**config.mk**
```make
export PLATFORM = sky130hd
export DESIGN_NAME = addsub_acc_stage
export DESIGN_NICKNAME = d
export VERILOG_FILES = /design/src/rtl/addsub_pkg.sv /design/src/rtl/addsub_core.sv /design/src/rtl/addsub_acc_stage.sv
export SDC_FILE = /design/constraint.sdc
export NUM_CORES = 1
export LEC_CHECK = 0
export BUFFER_PORTS_ARGS = -buffer_cell sky130_fd_sc_hd__buf_4
export CAP_MARGIN = 20
export CORE_ASPECT_RATIO = 0.75
export CORE_MARGIN = 2
export CORE_UTILIZATION = 30
export DETAILED_ROUTE_END_ITERATION = 12
export GPL_TIMING_DRIVEN = 0
export PLACE_DENSITY = 0.47
export SYNTH_ARGS = -nofsm -noshare
export SYNTH_HDL_FRONTEND = slang
export SYNTH_HIERARCHICAL = 1
export SYNTH_SLANG_ARGS = --single-unit
export TNS_END_PERCENT = 50
```
**constraint.sdc**
```tcl
create_clock -name clk -period 7.9 [get_ports clk]
set_input_delay 1.185 -clock clk [delete_from_list [all_inputs] [get_ports clk]]
set_output_delay 1.185 -clock clk [all_outputs]
set_load 0.01 [all_outputs]
```
**src/rtl/addsub_pkg.sv**
```systemverilog
// Shared definitions for the add/sub accumulate stage.
//   WIDTH_DEFAULT : default datapath width
//   OP_*          : command opcodes carried on in_op
//   fifo_entry_t  : one output FIFO slot {ovf, data}
package addsub_pkg;
  localparam int WIDTH_DEFAULT = 36;

  localparam logic [1:0] OP_CLEAR = 2'd0;
  localparam logic [1:0] OP_LOAD  = 2'd1;
  localparam logic [1:0] OP_ADD   = 2'd2;
  localparam logic [1:0] OP_SUB   = 2'd3;

  typedef struct packed {
    logic                     ovf;
    logic [WIDTH_DEFAULT-1:0] data;
  } fifo_entry_t;
endpackage

```
**src/rtl/addsub_core.sv**
```systemverilog
// Combinational add/subtract core.
//   a, b : operands
//   sub  : 1 = a - b, 0 = a + b
//   sum  : result modulo 2^WIDTH (carry out dropped)
//   ovf  : two's-complement overflow
module addsub_core
  import addsub_pkg::*;
#(
  parameter int WIDTH = WIDTH_DEFAULT
) (
  input  logic [WIDTH-1:0] a,
  input  logic [WIDTH-1:0] b,
  input  logic             sub,
  output logic [WIDTH-1:0] sum,
  output logic             ovf
);
  logic [WIDTH-1:0] b_eff;

  // Subtract as a + ~b + 1 so a single adder serves both operations.
  assign b_eff = sub ? ~b : b;
  assign sum   = a + b_eff + {{(WIDTH-1){1'b0}}, sub};
  // Overflow: adder inputs agree in sign, result sign differs.
  assign ovf   = (a[WIDTH-1] == b_eff[WIDTH-1]) && (sum[WIDTH-1] != a[WIDTH-1]);
endmodule

```
**src/rtl/addsub_acc_stage.sv**
```systemverilog
// Accumulate stage around addsub_core with a 2-entry registered output FIFO.
//   clk, rst_n           : clock, async active-low reset
//   in_valid/in_ready    : command handshake (in_op, in_data)
//   out_valid/out_ready  : result handshake (out_data, out_ovf)
//   acc                  : live accumulator register
module addsub_acc_stage
  import addsub_pkg::*;
#(
  parameter int WIDTH = WIDTH_DEFAULT,
  parameter int DEPTH = 2
) (
  input  logic             clk,
  input  logic             rst_n,
  input  logic             in_valid,
  output logic             in_ready,
  input  logic [1:0]       in_op,
  input  logic [WIDTH-1:0] in_data,
  output logic             out_valid,
  input  logic             out_ready,
  output logic [WIDTH-1:0] out_data,
  output logic             out_ovf,
  output logic [WIDTH-1:0] acc
);
  typedef struct packed {
    logic             ovf;
    logic [WIDTH-1:0] data;
  } entry_t;

  logic [WIDTH-1:0] sum;
  logic             core_ovf;
  entry_t           nxt;
  entry_t           mem [2];
  logic             wptr, rptr;
  logic [1:0]       count;
  logic             push, pop;

  addsub_core #(.WIDTH(WIDTH)) u_core (
    .a   (acc),
    .b   (in_data),
    .sub (in_op == OP_SUB),
    .sum (sum),
    .ovf (core_ovf)
  );

  always_comb begin
    nxt = '0;
    case (in_op)
      OP_CLEAR: nxt = '0;
      OP_LOAD:  nxt.data = in_data;
      default: begin
        nxt.data = sum;
        nxt.ovf  = core_ovf;
      end
    endcase
  end

  // A full FIFO still accepts when the head is leaving this cycle.
  assign in_ready  = (count < 2'(DEPTH)) || out_ready;
  assign out_valid = (count != 2'd0);
  assign push      = in_valid && in_ready;
  assign pop       = out_valid && out_ready;
  assign out_data  = mem[rptr].data;
  assign out_ovf   = mem[rptr].ovf;

  always_ff @(posedge clk or negedge rst_n) begin
    if (!rst_n) begin
      acc    <= '0;
      mem[0] <= '0;
      mem[1] <= '0;
      wptr   <= 1'b0;
      rptr   <= 1'b0;
      count  <= 2'd0;
    end else begin
      if (push) begin
        acc       <= nxt.data;
        mem[wptr] <= nxt;
        wptr      <= ~wptr;
      end
      if (pop) rptr <= ~rptr;
      case ({push, pop})
        2'b10:   count <= count + 2'd1;
        2'b01:   count <= count - 2'd1;
        default: count <= count;
      endcase
    end
  end
endmodule

```
==> run metrics <==
Setup TNS Final 0 ns; endpoints failing hold 0; WS Path Type in -> reg; vias in the first global route 5830; Yosys cell types 56; Post-Syn Nets 722; Max clock buf depth 2; post-DR wirelength/cell 18.1 um; CTS hold repair buffers 0; GP Congestion 0.804; post-layout power 4.21 mW; Pwr Density 448 nW/um^2; YS warnings 6; Pleak 4.47 nW; Reg2Reg Setup Slack 4.17 ns; asr flop ratio synth 100%; CTS tree built; actual slew at the worst max-slew pin 0.886 ns; first-pass GRT wire length 32300 um; Gate Count Post-Synth 644; fin nets 858; DRT Wirelength 20300 um; DR DRC count 0; Syn-to-layout area delta 25.9%; Crit path required time 8.20 ns; placed cells 1092; Hold Path Stages 1; R2R cell count 13; initial core utilization 30.8%; DP Worst Slack 1.49 ns; FP Rows 49; Hold Slack 0.498 ns; Pre-antenna DRT Iters 4; largest net degree at the start of global routing 63; max cap viols 0; f_max 0.168 GHz; fin crit period 5.96 ns; CORE AREA 24200 um^2; fin area 9400 um^2; Post-CTS Setup Inserts 0; clock skew 0.00980 ns; CTS HTree Levels 4; top_reg_cell synth dfrtp_1; DR vias/cell 4.84; reg2reg end mem[30]; Synth area leaders dfrtp_1 (38%), mux2_2 (18%), mux2_4 (6.0%), ha_1 (5.9%), xor2_1 (5.5%); CP Launch Type primary input; GRT Total Usage 16.1%; ANT cells 0; Setup Viol. Count Final 0; via count 5442; Final Util 38.8%; cell taking the most area after synthesis dfrtp_1; Synth top area share 38.2%; most used standard cell by instance count after synthesis mux2_2; period utilization 75.4%; Root Driver clkbuf_16; post-synthesis area per instance 11.6 um^2; Synth Register Bits 114; DP Area 8780 um^2; max-slew violation count 0; DRT iter0 DRCs 236; Synth top cells by count mux2_2 (117), dfrtp_1 (114), xor2_1 (47); Hold Path Origin mem[1]; nature of the critical path endpoint flip-flop; reg2reg start acc[0]; Post-synth EDFFs 0; Hold EP mem[1]; port bufs 116; hold crit path type reg -> reg; CP arrival 6.26 ns; CTS Sinks 114; Post-Synthesis Cell Area 7470 um^2; die area 26200 um^2; Skew-Pair Late Insertion Delay 0.42 ns; final antenna-violating net count 0; Seq/Total Area, Yosys 38.2%; Worst Path Max Fanout 10; CTS Buf Count 17; DP HPWL 15000 um; Resized Gates After CTS 0; post-route setup slack 1.94 ns; Peak supply drop 195 uV; share of cells above drive strength 1 41.6%; non-filler cells, final 1124; RSZ-0062 raised after global routing no; status complete, no violations; initial antenna violation count 0; global route total overflow 0; Slew headroom 40.9%; I/O pins 117; die width 186 um; die height 141 um; clock slew at reported path FFs 0.05 ns
## report_power, final
part	leakage (nW)	internal (mW)	total, mW	switching [mW]
sequential	1.42	0.859	1.05	0.186
clock	0.300	0.521	0.804	0.282
combinational	2.75	1.24	2.37	1.12
total	4.47	2.62	4.21	1.59
## placed cells by master (no fill, tap or decap), types with 17 or more instances in the layout
cell type  count
xnor2_1       26
a22o_1        36
xor2_1        47
dfrtp_1      114
o21ai_0       19
buf_4        118
a21o_1        20
nand2_1       24
ha_1          35
clkbuf_16     17
a21oi_1       41
mux2_4        30
mux2_2       117
## layout make-up
cell class | count | area, um^2
clock inverter | 8 | 97.6
tap | 331 | 414
fill | 2391 | 14800
buffer | 35 | 221
clock buffer | 24 | 522
sequential | 114 | 2850
inverter | 11 | 41.3
multi-input combinational | 484 | 4350
timing repair buffer | 117 | 902
## flip-flops by register name, summed over array words and instances (netlist names)
name   flops
acc       36
count      2
mem       74
rptr       1
wptr       1
## metal layers
layer  vias up  GRT usage [%]  part of all wire, %
li1       2631              -                    -
met1      2669           24.0                   53
met2       121           22.7                   41
met3        21           4.24                  4.8
met4         0           4.52                  1.3
met5         -              0                    0
## worst max path at each step
stage | slack (ns) | to | cells past startpoint | start
after floorplan | 2.74 | mem[33] | 18 | in_op[1]
after global placement | 1.53 | mem[33] | 19 | in_op[1]
after detailed placement | 1.49 | mem[33] | 19 | in_op[1]
after CTS | 1.95 | acc[33] | 19 | in_op[1]
after global routing | 1.54 | mem[70] | 19 | in_op[1]
final | 1.94 | acc[33] | 19 | in_op[1]
## critical path, stage by stage
cell       delay (ns)
buf_4            0.09
buf_2            0.25
buf_1            0.47
and2_1           0.22
buf_6            0.15
clkbuf_1         0.67
xor2_1           0.15
ha_1             0.36
a21oi_1          0.22
o211ai_2         0.14
a221oi_4         0.43
a31oi_2          0.24
a2111oi_2        0.39
a211oi_1         0.18
a211o_1          0.31
a21oi_2          0.15
xnor2_1          0.08
a22o_1           0.27
mux2_2           0.26
## kinds of logic (layout without fill, tap and decap cells)
family / count (synthesis) / count (layout) / synth area share, %
compound gates: 151 / 151 / 14.5
xor+xnor: 73 / 73 / 8.56
fa+ha+maj: 36 / 36 / 6.13
buf+inv: 46 / 195 / 3.52
flops: 114 / 114 / 38.2
mux: 149 / 149 / 24.0
simple gates: 75 / 75 / 5.09
Note: power is estimated with default switching activity, not from simulation.
